File: src/rtl/lcd_pkg.sv
// Shared HD44780 bus constants and command classification, used by the decoder
// and by the LCD controller that drives the bus.
package lcd_pkg;

    localparam logic [6:0] LINE2_BASE = 7'h40;
    localparam logic [6:0] LINE1_LAST = 7'h27;
    localparam logic [6:0] LINE2_LAST = 7'h67;
    localparam logic [7:0] CHAR_BLANK = 8'h20;

    // Command-class masks: the class is the highest set bit of the command byte.
    localparam logic [7:0] M_SET_DDRAM = 8'h80;
    localparam logic [7:0] M_SET_CGRAM = 8'h40;
    localparam logic [7:0] M_FUNC_SET  = 8'h20;
    localparam logic [7:0] M_SHIFT     = 8'h10;
    localparam logic [7:0] M_DISP_CTRL = 8'h08;
    localparam logic [7:0] M_ENTRY     = 8'h04;
    localparam logic [7:0] M_HOME      = 8'h02;
    localparam logic [7:0] M_CLEAR     = 8'h01;

    typedef enum logic [3:0] {
        CMD_NOP,
        CMD_CLEAR,
        CMD_HOME,
        CMD_ENTRY,
        CMD_DISP,
        CMD_SHIFT,
        CMD_FUNC,
        CMD_CGRAM,
        CMD_DDRAM
    } cmd_class_e;

    function automatic cmd_class_e cmd_class(input logic [7:0] c);
        cmd_class_e r;
        if      ((c & M_SET_DDRAM) != 8'h00) r = CMD_DDRAM;
        else if ((c & M_SET_CGRAM) != 8'h00) r = CMD_CGRAM;
        else if ((c & M_FUNC_SET)  != 8'h00) r = CMD_FUNC;
        else if ((c & M_SHIFT)     != 8'h00) r = CMD_SHIFT;
        else if ((c & M_DISP_CTRL) != 8'h00) r = CMD_DISP;
        else if ((c & M_ENTRY)     != 8'h00) r = CMD_ENTRY;
        else if ((c & M_HOME)      != 8'h00) r = CMD_HOME;
        else if ((c & M_CLEAR)     != 8'h00) r = CMD_CLEAR;
        else                                 r = CMD_NOP;
        return r;
    endfunction

    // One cursor step on the 2-line DDRAM map (0x00..0x27, 0x40..0x67).
    function automatic logic [6:0] addr_step(input logic [6:0] a, input logic inc);
        logic [6:0] r;
        if (inc) begin
            if (a == LINE1_LAST)      r = LINE2_BASE;
            else if (a == LINE2_LAST) r = 7'h00;
            else                      r = a + 7'd1;
        end else begin
            if (a == 7'h00)           r = LINE2_LAST;
            else if (a == LINE2_BASE) r = LINE1_LAST;
            else                      r = a - 7'd1;
        end
        return r;
    endfunction

endpackage

File: src/rtl/lcd_ddram_shadow.sv
// Shadow copy of the visible DDRAM: character buffer, valid bits, DDRAM
// address to buffer index mapping and a registered read port.
module lcd_ddram_shadow
    import lcd_pkg::*;
#(
    parameter int NUM_COLS = 16
) (
    input  logic       clk,
    input  logic       reset,
    input  logic       wr_en,
    input  logic [6:0] wr_addr,
    input  logic [7:0] wr_data,
    input  logic       clear,
    input  logic [4:0] rd_idx,
    output logic [7:0] rd_char
);

    localparam int DEPTH = 2 * NUM_COLS;

    logic [7:0]       chars_q [DEPTH];
    logic [DEPTH-1:0] valid_q, valid_d;
    logic [7:0]       rd_char_q, rd_char_d;
    logic             wr_hit;
    logic [4:0]       wr_idx;

    always_comb begin
        wr_hit = 1'b0;
        wr_idx = '0;
        if (wr_addr < 7'(NUM_COLS)) begin
            wr_hit = 1'b1;
            wr_idx = 5'(wr_addr);
        end else if (wr_addr >= LINE2_BASE && wr_addr < LINE2_BASE + 7'(NUM_COLS)) begin
            wr_hit = 1'b1;
            wr_idx = 5'(wr_addr - LINE2_BASE + 7'(NUM_COLS));
        end
    end

    always_comb begin
        valid_d = valid_q;
        if (clear)
            valid_d = '0;
        else if (wr_en && wr_hit)
            valid_d[wr_idx] = 1'b1;
        // Read sees pre-write contents, so a same-cycle write returns the old value.
        rd_char_d = valid_q[rd_idx] ? chars_q[rd_idx] : CHAR_BLANK;
    end

    always_ff @(posedge clk) begin
        if (reset) begin
            valid_q   <= '0;
            rd_char_q <= 8'h00;
        end else begin
            valid_q   <= valid_d;
            rd_char_q <= rd_char_d;
        end
    end

    always_ff @(posedge clk) begin
        if (wr_en && wr_hit)
            chars_q[wr_idx] <= wr_data;
    end

    assign rd_char = rd_char_q;

endmodule

File: src/rtl/lcd_bus_decoder.sv
// Snoops an HD44780 8-bit bus and decodes falling-edge writes into commands and
// characters. Optional frame counting is built when LCD_DEC_FRAME_EN is defined.
module lcd_bus_decoder
    import lcd_pkg::*;
#(
    parameter int NUM_COLS       = 16,
    parameter int INIT_FUNC_SETS = 3
) (
    input  logic        clk,
    input  logic        reset,
    input  logic        LCD_ON,
    input  logic        LCD_EN,
    input  logic        LCD_RS,
    input  logic        LCD_RW,
    input  logic [7:0]  LCD_DATA,
    input  logic [4:0]  readAddr,
    output logic [7:0]  readChar,
    output logic [6:0]  cursorAddr,
    output logic        displayOn,
    output logic        initDone,
    output logic        cmdStrobe,
    output logic        charStrobe,
    output logic [7:0]  lastCommand,
    output logic        protocolError,
    output logic        frameStrobe,
    output logic [15:0] frameCount
);

    localparam int FS_W = $clog2(INIT_FUNC_SETS + 1);

    typedef enum logic {WAIT_INIT, READY} state_e;

    state_e          state_q, state_d;
    logic [FS_W-1:0] fs_count_q, fs_count_d;
    logic [6:0]      addr_q, addr_d;
    logic            inc_q, inc_d;
    logic            cg_mode_q, cg_mode_d;
    logic            disp_on_q, disp_on_d;
    logic            init_done_q, init_done_d;
    logic            cmd_strobe_q, cmd_strobe_d;
    logic            char_strobe_q, char_strobe_d;
    logic [7:0]      last_cmd_q, last_cmd_d;
    logic            perr_q, perr_d;

    logic            en_q, rs_q, rw_q;
    logic [7:0]      data_q;
    logic            bus_event;
    logic            shadow_wr, shadow_clr;
    cmd_class_e      cls;

    // The write completes on EN high->low; RS/RW/DATA come from the last EN-high cycle.
    assign bus_event = en_q && !LCD_EN && LCD_ON;
    assign cls       = cmd_class(data_q);

    always_comb begin
        state_d       = state_q;
        fs_count_d    = fs_count_q;
        addr_d        = addr_q;
        inc_d         = inc_q;
        cg_mode_d     = cg_mode_q;
        disp_on_d     = disp_on_q;
        init_done_d   = init_done_q;
        cmd_strobe_d  = 1'b0;
        char_strobe_d = 1'b0;
        last_cmd_d    = last_cmd_q;
        perr_d        = perr_q;
        shadow_wr     = 1'b0;
        shadow_clr    = 1'b0;

        if (bus_event) begin
            if (rw_q) begin
                perr_d = 1'b1;
            end else begin
                case (state_q)
                    WAIT_INIT: begin
                        if (!rs_q && cls == CMD_FUNC) begin
                            fs_count_d   = fs_count_q + FS_W'(1);
                            cmd_strobe_d = 1'b1;
                            last_cmd_d   = data_q;
                            if (fs_count_d == FS_W'(INIT_FUNC_SETS)) begin
                                state_d     = READY;
                                init_done_d = 1'b1;
                            end
                        end else begin
                            perr_d = 1'b1;
                        end
                    end
                    READY: begin
                        if (!rs_q) begin
                            cmd_strobe_d = 1'b1;
                            last_cmd_d   = data_q;
                            case (cls)
                                CMD_DDRAM: begin
                                    addr_d    = data_q[6:0];
                                    cg_mode_d = 1'b0;
                                end
                                CMD_CGRAM: cg_mode_d = 1'b1;
                                CMD_SHIFT: if (!data_q[3]) addr_d = addr_step(addr_q, data_q[2]);
                                CMD_DISP:  disp_on_d = data_q[2];
                                CMD_ENTRY: inc_d = data_q[1];
                                CMD_HOME:  addr_d = 7'h00;
                                CMD_CLEAR: begin
                                    shadow_clr = 1'b1;
                                    addr_d     = 7'h00;
                                    inc_d      = 1'b1;
                                end
                                default: ;
                            endcase
                        end else if (!cg_mode_q) begin
                            // Off-screen addresses still strobe and step; the shadow drops them.
                            shadow_wr     = 1'b1;
                            char_strobe_d = 1'b1;
                            addr_d        = addr_step(addr_q, inc_q);
                        end
                    end
                    default: ;
                endcase
            end
        end
    end

    always_ff @(posedge clk) begin
        if (reset) begin
            state_q       <= WAIT_INIT;
            fs_count_q    <= '0;
            addr_q        <= 7'h00;
            inc_q         <= 1'b1;
            cg_mode_q     <= 1'b0;
            disp_on_q     <= 1'b0;
            init_done_q   <= 1'b0;
            cmd_strobe_q  <= 1'b0;
            char_strobe_q <= 1'b0;
            last_cmd_q    <= 8'h00;
            perr_q        <= 1'b0;
            en_q          <= 1'b0;
        end else begin
            state_q       <= state_d;
            fs_count_q    <= fs_count_d;
            addr_q        <= addr_d;
            inc_q         <= inc_d;
            cg_mode_q     <= cg_mode_d;
            disp_on_q     <= disp_on_d;
            init_done_q   <= init_done_d;
            cmd_strobe_q  <= cmd_strobe_d;
            char_strobe_q <= char_strobe_d;
            last_cmd_q    <= last_cmd_d;
            perr_q        <= perr_d;
            en_q          <= LCD_EN;
        end
    end

    always_ff @(posedge clk) begin
        rs_q   <= LCD_RS;
        rw_q   <= LCD_RW;
        data_q <= LCD_DATA;
    end

    lcd_ddram_shadow #(
        .NUM_COLS (NUM_COLS)
    ) u_shadow (
        .clk     (clk),
        .reset   (reset),
        .wr_en   (shadow_wr),
        .wr_addr (addr_q),
        .wr_data (data_q),
        .clear   (shadow_clr),
        .rd_idx  (readAddr),
        .rd_char (readChar)
    );

`ifdef LCD_DEC_FRAME_EN
    logic        frame_end;
    logic        frame_pending_q, frame_pending_d;
    logic        frame_strobe_q, frame_strobe_d;
    logic [15:0] frame_count_q, frame_count_d;

    // A frame closes on a return-to-origin command once something was written.
    always_comb begin
        frame_end = bus_event && !rw_q && !rs_q && state_q == READY && frame_pending_q &&
                    ((cls == CMD_DDRAM && data_q[6:0] == 7'h00) ||
                     cls == CMD_HOME || cls == CMD_CLEAR);
        frame_pending_d = frame_end ? 1'b0 : (frame_pending_q || char_strobe_d);
        frame_strobe_d  = frame_end;
        frame_count_d   = frame_count_q;
        if (frame_end && frame_count_q != 16'hFFFF)
            frame_count_d = frame_count_q + 16'd1;
    end

    always_ff @(posedge clk) begin
        if (reset) begin
            frame_pending_q <= 1'b0;
            frame_strobe_q  <= 1'b0;
            frame_count_q   <= 16'h0000;
        end else begin
            frame_pending_q <= frame_pending_d;
            frame_strobe_q  <= frame_strobe_d;
            frame_count_q   <= frame_count_d;
        end
    end

    assign frameStrobe = frame_strobe_q;
    assign frameCount  = frame_count_q;
`else
    assign frameStrobe = 1'b0;
    assign frameCount  = 16'h0000;
`endif

    assign cursorAddr    = addr_q;
    assign displayOn     = disp_on_q;
    assign initDone      = init_done_q;
    assign cmdStrobe     = cmd_strobe_q;
    assign charStrobe    = char_strobe_q;
    assign lastCommand   = last_cmd_q;
    assign protocolError = perr_q;

endmodule

File: config.mk
export PLATFORM = sky130hd
export DESIGN_NAME = lcd_bus_decoder
export DESIGN_NICKNAME = d
export VERILOG_FILES = /design/src/rtl/lcd_pkg.sv /design/src/rtl/lcd_ddram_shadow.sv /design/src/rtl/lcd_bus_decoder.sv
export SDC_FILE = /design/constraint.sdc
export NUM_CORES = 1
export LEC_CHECK = 0
export CAP_MARGIN = 25
export CORE_MARGIN = 4
export CORE_UTILIZATION = 50
export CTS_CLUSTER_DIAMETER = 100
export CTS_CLUSTER_SIZE = 20
export DETAILED_ROUTE_END_ITERATION = 10
export PLACE_DENSITY = 0.64
export SETUP_SLACK_MARGIN = 0.5
export SLEW_MARGIN = 20
export SYNTH_ARGS = -nofsm -noshare
export SYNTH_HDL_FRONTEND = slang
export SYNTH_SLANG_ARGS = --single-unit
File: constraint.sdc
create_clock -name clk -period 2.6 [get_ports clk]
set_input_delay 0.52 -clock clk [delete_from_list [all_inputs] [get_ports clk]]
set_output_delay 0.52 -clock clk [all_outputs]
set_load 0.05 [all_outputs]
# == Yosys cells after proc, flatten, opt, wreduce, memory -nomap -nowiden ==
# Memory sizes are Yosys's and may differ from the RTL's.
# Index checks and enable logic that the tools add are counted.
# word_totals
memories,1
ff_bits,76
input_bits,19
ram_bits,256
word_cells,132
output_inout_bits,45
# op_classes
add_sub_neg,5
bitwise,6
n_reduce_logical,25
n_lt_le_gt_ge,6
muxes,53
n_eq_ne,18
# memory_table
name,depth,word_bits,read_ports,rd_clocked_by_memory_dff,write_ports,line_no,source
u_shadow.chars_q,32,8,1,0,1,lcd_ddram_shadow.sv:20,logic [7:0] chars_q [DEPTH];
# ops
op,count
2-to-1 mux 7 bit,9
bitwise OR 32 bit,1
2-to-1 mux 1 bit,25
one-hot mux 7 bit (3 select lines),1
2-to-1 mux 4 bit,5
AND reduction 5 bit,4
equality test 4 x 3 -> 1 bit (second input constant),4
2-to-1 mux 8 bit,2
one-hot mux 8 bit (2 select lines),1
equality test 7 bit (second input constant),2
< comparator 5 x 6 -> 1 bit (second input constant),2
2-to-1 mux 5 bit,2
equality test 4 x 2 -> 1 bit (second input constant),2
!= test 2 bit (second input constant),4
AND reduction 4 bit,2
adder 7 x 1 -> 7 bit (second input constant),1
equality test 7 x 6 -> 1 bit (second input constant),1
>= comparator 7 bit (second input constant),1
logical NOT 7 bit,1
< comparator 7 x 5 -> 1 bit (second input constant),1
< comparator 7 bit (second input constant),1
subtractor 7 x 1 -> 7 bit (second input constant),1
logical AND 1 bit,6
2-to-1 mux 6 bit,1
other kinds (22),33

# == Logic depth before layout (Yosys ltp) ==
# Gate-level depths: netlist of run 1.
# logic_depth
depth_word,15
depth_mapped,8
mapped_depth_nobuf,7

# == Hierarchy ==
# A second synthesis of run 1 with hierarchy kept.
# hier_totals
cells_unflattened,768
area_unflattened_um2,13292.7
# modules_own_cells
module,area_each_um2,n_inst,seq_area_each_um2,cells_per_inst
lcd_ddram_shadow,11288.3,1,8488.1,528
lcd_bus_decoder,2004.4,1,720.7,240

# == Worst setup path before layout of run 1 ==
# No wires, ideal clock.
# synth_timing
kind,flip-flop to flip-flop
start,"register addr_q[0], in the netlist cursorAddr[0]"
end,"register addr_q[3], in the netlist cursorAddr[3]"
required_ns,2.540
slack_ns,0.230
path_stages_with_launch,9
period_less_slack_ns,2.370
arrival_time_ns,2.310
cell_sequence,dfxtp_1 clkbuf_1 inv_1 ha_1 nor2_1 o21ai_1 mux4_2 o211ai_1 o2111a_1
# synth_between
elab_chain_cells,7
word_cells_on_any_way,16
classes_between,add/sub: 2; eq/ne: 3; mux: 10; reduce/logical: 1
# synth_rtl
item,line_no,source
"start, declared",lcd_bus_decoder.sv:35,"logic [6:0] addr_q, addr_d;"
"start signal, assigned",lcd_bus_decoder.sv:139,addr_q <= addr_d;
subtractor 7 x 1 -> 7 bit (tied with other cells),lcd_pkg.sv:56,else r = a - 7'd1;
2-to-1 mux 7 bit (on tied branches),"lcd_pkg.sv:55, lcd_pkg.sv:51",
2-to-1 mux 7 bit (on tied branches),"lcd_pkg.sv:54, lcd_pkg.sv:50",
2-to-1 mux 7 bit,lcd_pkg.sv:49,if (inc) begin
2-to-1 mux 7 bit,lcd_bus_decoder.sv:98,"CMD_SHIFT: if (!data_q[3]) addr_d = addr_step(addr_q, data_q[2]);"
one-hot mux 7 bit (3 select lines),lcd_bus_decoder.sv:92,case (cls)
2-to-1 mux 7 bit *,lcd_bus_decoder.sv:89,if (!rs_q) begin
# Mark *: on every way between the ends. The rest lies on a longest branch, timed or not. The select of a mux whose other input is x is not followed.
# A chain may end at the register's enable or synchronous reset.

# == Worst setup path in the final report of run 1 ==
# layout_timing
start,input port readAddr[4]
end,"register u_shadow.rd_char_q[5], in the netlist u_shadow.rd_char[5]"
# layout_between
elab_chain_cells,3
word_cells_on_any_way,4
classes_between,mux: 3; memory: 1
# layout_rtl
item,line_no,source
"start, declared",lcd_bus_decoder.sv:16,"input logic [4:0] readAddr,"
binary-select mux 1 bit (select 5 bit),lcd_ddram_shadow.sv:45,rd_char_d = valid_q[rd_idx] ? chars_q[rd_idx] : CHAR_BLANK;
2-to-1 mux 1 bit (not written as such),lcd_ddram_shadow.sv:45,
2-to-1 mux 6 bit *,lcd_ddram_shadow.sv:45,
"end signal, assigned",lcd_ddram_shadow.sv:54,rd_char_q <= rd_char_d;
"end, declared",lcd_ddram_shadow.sv:22,"logic [7:0] rd_char_q, rd_char_d;"
# Marks and branches as above.

==> summary.txt, run 1 <==
Layout Cells excl Fill -> 1214
CTS Buffer Depth -> 3
# clock sinks -> 332
clk_lat worst skew -> 0.52 ns
Setup CP Type -> primary input to flop
R2R Setup Slk -> 0.59 ns
Lkg Pwr -> 0.00522 uW
buffer and inverter count on the worst path -> 1
worst-case clock skew -> 0.0120 ns
Fin. Hold Viols -> 0
Diodes inserted -> 0
Via density -> 6.06
placer congestion estimate -> 0.872
drt first pass iters -> 5
Hold Path Class -> primary input to flop
DRT met1 WL -> 13200 um
Final period util -> 0.782
die area -> 0.0296 sq mm
proportion of synthesized chip area in sequential cells -> 0.685
ys async rst share -> 0
Post-DP HPWL -> 20800 um
RSZ-0062 raised after global routing -> yes
Area Growth Syn to Fin -> 17.7%
first-pass GRT wire length -> 46600 um
top cells by area, synth -> edfxtp_1 57%, dfxtp_1 11%, mux4_2 8.7%
Syn Std Cell Area -> 0.0134 sq mm
CTS Root Cell -> clkbuf_16
DP Cell Count -> 1159
r2r worst-path depth -> 7
DRC Markers -> 0
met2 wire length -> 15100 um
highest metal used -> met4
routed vias -> 7357
Synth cell types -> 65
layout cells sized above 1 -> 0.241
crit start category -> primary input
Yosys top cell area share -> 0.572
critical-path cell list -> clkdlybuf4s50_1, mux4_2, nor2b_1, o31ai_1, nand3_1, o31a_1
Worst Path Max Fanout -> 8
largest net degree at the start of global routing -> 35
CP Capture Type -> flop
DRT antenna net count -> 0
initial detailed-routing violation count -> 705
Peak VDD IR -> 0.399 mV
synthesized area per cell -> 17.5 sq um
crit path max-delay cell type -> clkdlybuf4s50_1
Worst Hold Path Cells -> 1
Setup-failing EPs final -> 0
total wire length -> 30700 um
Primary FF master, synth -> edfxtp_1
Top delay family on crit path -> buffers and inverters
routed length per instance -> 25.3 um
Nets -> 888
row count -> 59
flops & latches, synth -> 332
Clock Pin Slew Worst Setup and Hold Paths -> 0.09 ns
I/O pin cnt -> 64
fmax -> 0.492 GHz
Overall Global Routing Usage -> 0.209
Max Cap Violations -> 0
min Tclk post-route -> 2.03 ns
worst flop-to-flop path endpoint -> cursorAddr[4]
Worst Hold Launch -> LCD_DATA[5]
pwr dens -> 598 mW/mm^2
worst reg2reg path startpoint -> cursorAddr[1]
IO buf count -> 46
Vert. Die Dim -> 172 um
relative slew slack -> 0.600
CTS tree -> built
fillers -> 1926
initial antenna violation count -> 0
total grt overflow -> 0
Slew Limit Fails -> 0
vias in the first global route -> 7407
WP data arrival -> 2.44 ns
Initial Util -> 0.511
die width -> 172 um
synthesized instance count -> 769
largest area contributor in the netlist -> edfxtp_1
setup tns final -> 0 ns
Hold EP -> data_q[5]
number of synthesized flops with an enable pin -> 256
cts bufs inserted -> 20
Synth warnings -> 0
met3 routed wirelength -> 1690 um
CP Data Required Time -> 3.00 ns
CORE AREA -> 0.0263 sq mm
H-tree lvl count -> 1
CP max stage delay -> 0.81 ns
status -> finished clean
Worst-Margin Slew -> 0.599 ns
[cell families after synthesis]
logic type | after synthesis | share of synthesized area
flops | 332 | 0.685
simple gates | 152 | 0.0547
compound gates | 106 | 0.0562
mux | 102 | 0.167
buf+inv | 67 | 0.0300
xor+xnor | 6 | 0.00391
fa+ha+maj | 3 | 0.00279
other cells | 1 | 0.000279
[state kept, by name, indices dropped and copies added, names as in the netlist, 2 cells and up]
name,count
u_shadow.chars_q,256
u_shadow.valid_q,32
data_q,8
lastCommand,8
u_shadow.rd_char,8
cursorAddr,7
fs_count_q,2
[stage by stage]
stage	hold WS (ns)	setup slack, ns	area (sq um)	power (uW)	util
final	0.442	0.566	15800	9460	0.602
after global routing	0.426	0.484	15800	9800	0.602
after CTS	0.425	0.500	15400	9540	0.586
after detailed placement	0.437	-0.0725	14800	6450	0.565
after global placement	0.429	-0.0232	14800	6440	0.565
after floorplan	0.420	0.328	13800	6250	-
[cell usage after synthesis, types with 3 or more instances]
cell type,count
dfxtp_1,76
a2111oi_0,3
inv_1,10
nand4_1,3
buf_4,18
a22oi_1,5
mux4_2,52
nand3_1,16
a221oi_1,4
nor3_1,8
mux2i_1,14
nand2b_1,4
clkbuf_1,12
nand2_1,28
mux4_1,35
o21a_1,33
ha_1,3
nor3b_1,4
nand3b_1,3
xnor2_1,4
a21oi_1,21
edfxtp_1,256
o41ai_1,5
buf_6,6
buf_1,9
o21ai_0,11
buf_2,9
nor2_1,62
nor2b_1,8
[how the worst max path moves through the flow]
stage          depth (start not counted)                 endpoint  slack, ns     startpoint
2_1_floorplan                          4  u_shadow.chars_q[14][0]       0.33         LCD_EN
3_3_place_gp                           6      u_shadow.rd_char[7]      -0.02    readAddr[4]
3_5_place_dp                           6      u_shadow.rd_char[7]      -0.07    readAddr[4]
4_1_cts                                1            cursorAddr[0]       0.50  cursorAddr[0]
5_1_grt                                6            cursorAddr[5]       0.48  cursorAddr[3]
6_report                               6      u_shadow.rd_char[5]       0.57    readAddr[4]
[cells in the final DEF (no fill, tap or decap), drive strengths merged, types with 3 or more instances in the layout]
cell type,instances
o21ai,13
conb,17
dfxtp,76
a21oi,21
inv,11
nand2,28
nor2,64
nand2b,4
mux4,87
a22oi,5
nand3,16
clkdlybuf4s50,16
ha,3
a221oi,5
nand4,3
dlygate4sd2,21
nand3b,3
mux2i,14
a2111oi,3
nor3,10
o21a,33
buf,70
o41ai,5
clkdlybuf4s15,5
edfxtp,256
nor3b,4
clkbuf,36
xnor2,4
nor2b,8
[worst register-to-register path, cell delays in order, from the launching register on]
cell      delay [ns]
dfxtp_4         0.42
inv_2           0.15
ha_4            0.17
or3b_4          0.40
a211o_1         0.32
a221oi_2        0.25
nor2_1          0.07
a21oi_1         0.17
[metal layers]
metal  vias to the layer above  GRT usage
li1                       3259          -
met1                      3770      0.310
met2                       283      0.338
met3                        45     0.0316
met4                         0     0.0414
met5                         -          0
[cell type report]
class | instances | area, sq um | share of cell area
inverters | 11 | 43.8 | 0.00277
clock buffers | 34 | 574 | 0.0363
clock inverters | 1 | 8.76 | 0.000554
flip-flops and latches | 332 | 9230 | 0.583
repair buffers | 114 | 1310 | 0.0828
multi-input cells | 387 | 4230 | 0.268
well taps | 335 | 419 | 0.0265
[power breakdown]
| group | total [uW] | internal (uW) | leakage [uW] | switching [uW] |
|---|---|---|---|---|
| combinational | 584 | 228 | 0.00202 | 356 |
| clock | 3140 | 1520 | 0.000279 | 1620 |
| sequential | 5730 | 5710 | 0.00292 | 24.8 |
[repair_timing]
| action | in CTS | in global routing |
|---|---|---|
| resized for setup | 39 | 16 |
| pin swaps | 2 | 25 |
| hold buffers | 0 | 0 |
| cloned | 0 | 1 |
| endpoints found under the setup margin | 35 | 271 |
| buffers inserted | 1 | 18 |
(Power assumes the default switching activity.)
==> run 2, diff against run 1 <==
--- a/config.mk
+++ b/config.mk
@@ -11,7 +11,7 @@
 export CTS_CLUSTER_DIAMETER = 100
 export CTS_CLUSTER_SIZE = 20
 export DETAILED_ROUTE_END_ITERATION = 10
-export PLACE_DENSITY = 0.64
+export PLACE_DENSITY = 0.67
 export SETUP_SLACK_MARGIN = 0.5
 export SLEW_MARGIN = 20
 export SYNTH_ARGS = -nofsm -noshare
==> constraint.sdc (replaced) <==
create_clock -name clk -period 1.63 [get_ports clk]
set_input_delay 0.326 -clock clk [delete_from_list [all_inputs] [get_ports clk]]
set_output_delay 0.326 -clock clk [all_outputs]
set_load 0.05 [all_outputs]
==> run 2 against run 1 <==
Against the previous run:
- the run now ends with setup timing left
- sequential power grew 59%
- flip-flop and latch count stayed put
- power grew 62%
- routed wire length rose by 12%
- combinational power up 83%
- worst hold slack got worse by 0.20 ns
- global-route usage rose by 2.1 points
- die area did not move
- first-iteration DRC count is 13% higher
- final cell count is 12% higher
- sequential share of layout area down 6.4 points
- cell area rose by 13%
- largest power group unchanged
==> summary.txt, run 2 (synthesis gave the netlist of run 1 again) <==
Worst Setup SP -> cursorAddr[3]
Final period util -> 1.21
CP Capture Type -> flop
max reg flops -> 256 (unchanged)
status -> finished, violations left
CTS tree -> built
I/O pin cnt -> 64 (unchanged)
min Tclk post-route -> 1.98 ns
routed vias -> 8122 (+10%)
CP Data Required Time -> 2.02 ns (-0.98 ns)
worst flop-to-flop path endpoint -> cursorAddr[5]
DRC Markers -> 0 (unchanged)
Initial Util -> 0.511 (unchanged)
total wire length -> 34200 um (+12%)
WP data arrival -> 2.36 ns (-0.08 ns)
largest net degree at the start of global routing -> 35 (unchanged)
# clock sinks -> 332 (unchanged)
Reg with most FFs -> u_shadow.chars_q
Vert. Die Dim -> 172 um (unchanged)
CORE AREA -> 0.0263 sq mm (unchanged)
total grt overflow -> 0 (unchanged)
Setup CP Type -> flop to flop
Diodes inserted -> 0 (unchanged)
initial detailed-routing violation count -> 795 (+13%)
initial antenna violation count -> 0 (unchanged)
worst reg2reg path startpoint -> cursorAddr[3]
final setup margin -> -0.346 ns (-0.912 ns)
die area -> 0.0296 sq mm (unchanged)
Worst Path Max Fanout -> 2 (-6)
Peak VDD IR -> 0.815 mV (+100%)
CTS Buffer Depth -> 3 (unchanged)
IO buf count -> 46 (unchanged)
Lkg Pwr -> 0.00599 uW (+15%)
Area Growth Syn to Fin -> 32.9%
CP endpoint -> cursorAddr[5]
Finished Cell Area -> 0.0179 sq mm (+13%)
placed cell area -> 0.0155 sq mm (+4.8%)
r2r worst-path depth -> 5 (-2)
Nets -> 1027 (+16%)
Post-DP HPWL -> 21800 um (+4.5%)
clk_lat worst skew -> 0.53 ns (about the same)
Overall Global Routing Usage -> 0.230 (+0.0210)
Clock Pin Slew Worst Setup and Hold Paths -> 0.09 ns (about the same)
worst-case clock skew -> 0.0227 ns (+0.0107 ns)
total power draw -> 15300 uW (+62%)
DRT antenna net count -> 0 (unchanged)
placer congestion estimate -> 0.911 (+4.5%)
commonest cells after routing, fill and taps aside -> 256 x edfxtp_1, 90 x buf_4, 87 x mux4_2, 54 x buf_6, 52 x buf_12
Worst Hold Launch -> LCD_DATA[7]
Slew Limit Fails -> 0 (unchanged)
Largest regs -> u_shadow.chars_q: 256 flops, u_shadow.valid_q: 32 flops
CTS Hold Buffers Added -> 0 (unchanged)
CTS Root Cell -> clkbuf_16
Setup-failing EPs final -> 314 (+314)
failing checks -> setup timing
setup tns final -> -44.63 ns (-44.63 ns)
H-tree lvl count -> 1 (unchanged)
leading cell type in the layout, fill and taps excluded -> edfxtp_1
routed length per instance -> 25.3 um (+0.13%)
fmax -> 0.506 GHz
Via density -> 6.00 (-1.0%)
die width -> 172 um (unchanged)
Fin. Hold Viols -> 0 (unchanged)
RSZ-0062 raised after global routing -> yes
cts bufs inserted -> 20 (unchanged)
Hold Path Class -> primary input to flop
layout cells sized above 1 -> 0.485 (+0.244)
Max Cap Violations -> 0 (unchanged)
Post-Route Utilization -> 0.680 (+0.0779)
drt first pass iters -> 5 (unchanged)
CP max stage delay -> 0.56 ns (-0.25 ns)
critical-path cell list -> or4_4, buf_6, o211ai_1, a2111oi_2, o41ai_2
pwr dens -> 857 mW/mm^2 (+43%)
row count -> 59 (unchanged)
crit path max-delay cell type -> or4_4
crit start category -> flop
R2R Setup Slk -> -0.35 ns (-0.94 ns)
first-pass GRT wire length -> 51100 um (+9.7%)
vias in the first global route -> 8141 (+9.9%)
[run 2: cell count changes in the layout (fill, tap and decap cells not counted), moves of 13 or more]
cell and change:
buf_6 +54, buf_4 +51, mux4_1 -35, mux4_2 +35, dfxtp_1 -32, dfxtp_2 +25
buf_8 +24, buf_12 +22, dlygate4sd2_1 -21, nor2_4 +13
[run 2: area by class of cell]
type                       count  area (sq um)
multi-input combinational    397          4520
clock buffer                  35           578
clock inverter                 1          8.76
sequential                   332          9280
tap                          335           419
inverter                      11          51.3
fill                        1694          8420
timing repair buffer         243          2990
[run 2: where the power goes]
part / internal (uW) / switching [uW] / leakage (uW)
logic: 447 / 626 / 0.00277
registers: 9100 / 28.5 / 0.00293
clock network: 2430 / 2660 / 0.000280
[run 2: worst min-delay path by stage]
stage	endpoint	slack (ns)	cells past startpoint
3_5_place_dp	u_shadow.valid_q[10]	0.45	1
3_3_place_gp	u_shadow.valid_q[29]	0.44	1
5_1_grt	rs_q	0.23	1
6_report	data_q[7]	0.24	1
4_1_cts	data_q[7]	0.23	1
2_1_floorplan	data_q[2]	0.35	0
[run 2: worst max-delay path, delay by kind of cell, from the launching register on]
family	cells	cell delay, ns
AO/OA/AOI/OAI	3	0.78
AND/OR/NAND/NOR	1	0.56
flip-flops	1	0.36
buffers and inverters	1	0.14
[run 2: per-layer routing]
layer  part of all wire  GRT usage  vias up  routed length (um)
met3              0.075     0.0309       52                2560
met1               0.40      0.338     4157               13800
met2               0.50      0.378      408               17200
met4              0.019     0.0468        0                 659
li1                   -          -     3505                   -
met5                  0          0        -                   0
[run 2: through the flow]
stage	std cells	setup slack, ns	hold slack (ns)
finish	1354	-0.346	0.244
global route	1354	-0.476	0.229
CTS	1332	-0.336	0.230
detailed placement	1237	-0.726	0.450
global placement	1237	-0.719	0.440
floorplan	785	-0.479	0.354
[run 2: timing repair]
action | in CTS | in global routing
setup endpoints to repair | 370 | 383
resized for setup | 84 | 130
gates cloned | 15 | 2
pin swaps | 66 | 41
buffers inserted | 44 | 20
==> run 3, diff against run 2 <==
--- a/config.mk
+++ b/config.mk
@@ -7,13 +7,15 @@
 export LEC_CHECK = 0
 export CAP_MARGIN = 25
 export CORE_MARGIN = 4
-export CORE_UTILIZATION = 50
+export CORE_UTILIZATION = 45
 export CTS_CLUSTER_DIAMETER = 100
 export CTS_CLUSTER_SIZE = 20
 export DETAILED_ROUTE_END_ITERATION = 10
-export PLACE_DENSITY = 0.67
+export PLACE_DENSITY = 0.61
 export SETUP_SLACK_MARGIN = 0.5
 export SLEW_MARGIN = 20
 export SYNTH_ARGS = -nofsm -noshare
 export SYNTH_HDL_FRONTEND = slang
+export SYNTH_HIERARCHICAL = 1
 export SYNTH_SLANG_ARGS = --single-unit
+export TNS_END_PERCENT = 30
==> run 3 against run 2 <==
Against the previous run:
- the run still ends with setup timing left
- final cell count fell by 1.2%
- combinational power fell by 7%
- via count fell by 5.5%
- critical path type unchanged
- critical endpoint is now u_shadow/chars_q[4][5]
==> summary.txt, run 3 <==
clock share of power -> 0.334 (about the same)
DP Cell Count -> 1279 (+3.4%)
worst-case clock skew -> 0.0150 ns (-0.00767 ns)
pwr dens -> 911 mW/mm^2 (+6.4%)
r2r worst-path depth -> 8 (+3)
failing checks -> setup timing
highest metal used -> met4
CP Capture Type -> flop
Worst-Margin Slew -> 0.619 ns
Setup-failing EPs final -> 309 (-1.6%)
Post-DP HPWL -> 21600 um (-0.92%)
largest net degree at the start of global routing -> 35 (unchanged)
Lkg Pwr -> 0.00556 uW (-7.1%)
NetSw -> 3240 uW (-2.4%)
final setup margin -> -0.496 ns (-0.150 ns)
Synth warnings -> 6 (+6)
Peak VDD IR -> 0.624 mV (-23%)
Setup CP Type -> flop to flop
Largest regs -> u_shadow/chars_q: 256 flops, u_shadow/valid_q: 32 flops
DRT antenna net count -> 0 (unchanged)
Post-Synth XOR/XNOR Area -> 0.00395 (+0.0000431)
CTS Root Cell -> clkbuf_16
Area Growth Syn to Fin -> 25.4%
Initial Util -> 0.459 (-0.0520)
min Tclk post-route -> 2.13 ns (+0.150 ns)
Simple-Gate Fraction of Synth Area -> 0.0575 (+0.00277)
Overall Global Routing Usage -> 0.198 (-0.0329)
top-count cell post-synth -> edfxtp_1
CTS Buffer Depth -> 3 (unchanged)
met3 routed wirelength -> 1860 um (-27%)
mux cell area share after synthesis -> 0.162 (-0.00522)
WP data arrival -> 2.36 ns (about the same)
total grt overflow -> 0 (unchanged)
Power Internal -> 12000 uW (-0.19%)
crit path max-delay cell type -> or3_4
number of synthesized flops with an enable pin -> 256 (unchanged)
vias in the first global route -> 8013 (-1.6%)
layout cells sized above 1 -> 0.404 (-0.0812)
Worst Hold Launch -> LCD_EN
adder-cell area share of the yosys netlist -> 0.00282 (+0.0000308)
DRT met1 WL -> 13700 um (-0.88%)
Layout Cells excl Fill -> 1338 (-1.2%)
Via density -> 5.74 (-4.4%)
worst flop-to-flop path endpoint -> u_shadow/chars_q[4][5]
setup tns final -> -98.66 ns (-54.03 ns)
# clock sinks -> 332 (unchanged)
total wire length -> 32400 um (-5.4%)
routed vias -> 7675 (-5.5%)
Fin. Hold Viols -> 0 (unchanged)
IO buf count -> 46 (unchanged)
initial detailed-routing violation count -> 739 (-7.0%)
combinational power share -> 0.065 (-0.005)
worst reg2reg path startpoint -> rw_q
Slew Limit Fails -> 0 (unchanged)
die width -> 180 um (+4.6%)
status -> finished, violations left
flops & latches, synth -> 332 (unchanged)
initial antenna violation count -> 0 (unchanged)
largest area contributor in the netlist -> edfxtp_1
sequential share of power -> 0.600 (+0.003)
Max Cap Violations -> 0 (unchanged)
leading cell type in the layout, fill and taps excluded -> edfxtp_1
Clock Pin Slew Worst Setup and Hold Paths -> 0.09 ns (about the same)
CP Data Required Time -> 1.87 ns (-0.15 ns)
placed cell area -> 0.0152 sq mm (-2.2%)
max reg flops -> 256 (unchanged)
fmax -> 0.470 GHz (-7.1%)
Reg with most FFs -> u_shadow/chars_q
critical-path cell list -> and4bb_2, and2_4, and3_4, nand2_1, or3_4, buf_12, nor2_4, buf_4
Hold Path Class -> primary input to flop
top cells by area, synth -> edfxtp_1 58%, mux4_2 15%, dfxtp_1 11%
synthesized area per cell -> 17.3 sq um (-0.96%)
Worst Setup SP -> rw_q
met2 wire length -> 16200 um (-5.7%)
R2R Setup Slk -> -0.50 ns (-0.15 ns)
Nets -> 962 (-6.3%)
proportion of synthesized chip area in sequential cells -> 0.693 (+0.00755)
CP max stage delay -> 0.39 ns (-0.17 ns)
clk_lat worst skew -> 0.51 ns (-0.02 ns)
Yosys top cell area share -> 0.578 (+0.00630)
relative slew slack -> 0.587
cts bufs inserted -> 20 (unchanged)
Syn Std Cell Area -> 0.0133 sq mm (-1.1%)
Synth cell types -> 61 (-6.2%)
list of most frequent post-synthesis cells -> 256 x edfxtp_1, 86 x mux4_2, 76 x dfxtp_1
first-pass GRT wire length -> 49800 um (-2.6%)
routed length per instance -> 24.2 um (-4.3%)
CP endpoint -> u_shadow/chars_q[4][5]
synthesized instance count -> 768 (-0.13%)
RSZ-0062 raised after global routing -> yes
CTS Hold Buffers Added -> 0 (unchanged)
Worst Path Max Fanout -> 8 (+6)
Final period util -> 1.30 (+0.0921)
Compound-Gate Fraction of Synth Area -> 0.0528 (-0.00343)
placer congestion estimate -> 0.865 (-5.1%)
I/O pin cnt -> 64 (unchanged)
DRC Markers -> 0 (unchanged)
H-tree lvl count -> 1 (unchanged)
row count -> 62 (+5.1%)
Diodes inserted -> 0 (unchanged)
drt first pass iters -> 5 (unchanged)
crit start category -> flop
CORE AREA -> 0.0289 sq mm (+10%)
Vert. Die Dim -> 180 um (+4.6%)
CTS tree -> built
ys async rst share -> 0 (unchanged)
Switching Share -> 0.213 (-0.00381)
commonest cells after routing, fill and taps aside -> 256 x edfxtp_1, 86 x mux4_2, 84 x buf_4, 49 x dfxtp_1, 47 x buf_6
dominant combinational cell family by area after synthesis -> multiplexers
Primary FF master, synth -> edfxtp_1
Finished Cell Area -> 0.0167 sq mm (-6.6%)
die area -> 0.0324 sq mm (+9.4%)
## run 3: changes by cell type after synthesis, sizes merged, moves of 5 or more
cell    change
nand2       -9
clkbuf     +11
mux2i       +6
nand4       +5
buf         -6
o21ai       -5
nor2        +5
## run 3: timing repair
| item | 4_1_cts | 5_1_grt |
|---|---|---|
| gates cloned | 8 | 5 |
| buffers inserted | 8 | 2 |
| gates resized for setup | 157 | 35 |
| endpoints found under the setup margin | 348 | 349 |
| pin swaps | 40 | 27 |
## run 3: how the worst min path moves through the flow
stage | endpoint | slack [ns] | cells past startpoint
6_report | en_q | 0.13 | 2
5_1_grt | en_q | 0.11 | 2
4_1_cts | data_q[3] | 0.22 | 1
3_5_place_dp | u_shadow/valid_q[7] | 0.45 | 1
3_3_place_gp | u_shadow/valid_q[9] | 0.44 | 1
2_1_floorplan | data_q[2] | 0.35 | 0
## run 3: kinds of logic after synthesis
group                      after synthesis
muxes                                  107
and+or+nand+nor                        153
buffers and inverters                   68
other                                    1
AOI/OAI and AO/OA                       98
adders and majority gates                3
DFF                                    332
xor gates and xnor gates                 6
## run 3: through the flow
step | hold slack [ns] | power [uW] | util | setup WS [ns]
final | 0.132 | 15200 | 0.576 | -0.496
after global routing | 0.114 | 15700 | 0.576 | -0.564
after CTS | 0.216 | 15300 | 0.570 | -0.507
after detailed placement | 0.449 | 10300 | 0.525 | -1.02
after global placement | 0.443 | 10300 | 0.525 | -0.976
after floorplan | 0.354 | 9920 | - | -0.466
## run 3: power groups by stage
stage	logic [uW]	registers, uW	clock network, uW
CTS	993	9130	5190
detailed placement	969	9320	0
floorplan	555	9360	0
global route	1050	9130	5560
global placement	952	9320	0
finish	992	9120	5080
## run 3: per-layer routing
layer / GRT usage / up-vias
li1: - / 3378
met5: 0 / -
met1: 0.284 / 3997
met3: 0.0238 / 39
met2: 0.331 / 261
met4: 0.0402 / 0
## run 3: final cells by class
| class | count | area (sq um) |
|---|---|---|
| clock inverters | 1 | 8.76 |
| fillers | 2161 | 12300 |
| clock buffers | 35 | 578 |
| well taps | 384 | 480 |
| repair buffers | 190 | 2100 |
| multi-input cells | 389 | 4220 |
| flip-flops and latches | 332 | 9250 |
| inverters | 7 | 28.8 |
## run 3: worst max-delay path, delay by kind of cell (launching register included)
kind | cells | cell delay (ns)
DFF | 1 | 0.31
and+or+nand+nor | 6 | 1.20
buffers and inverters | 2 | 0.33
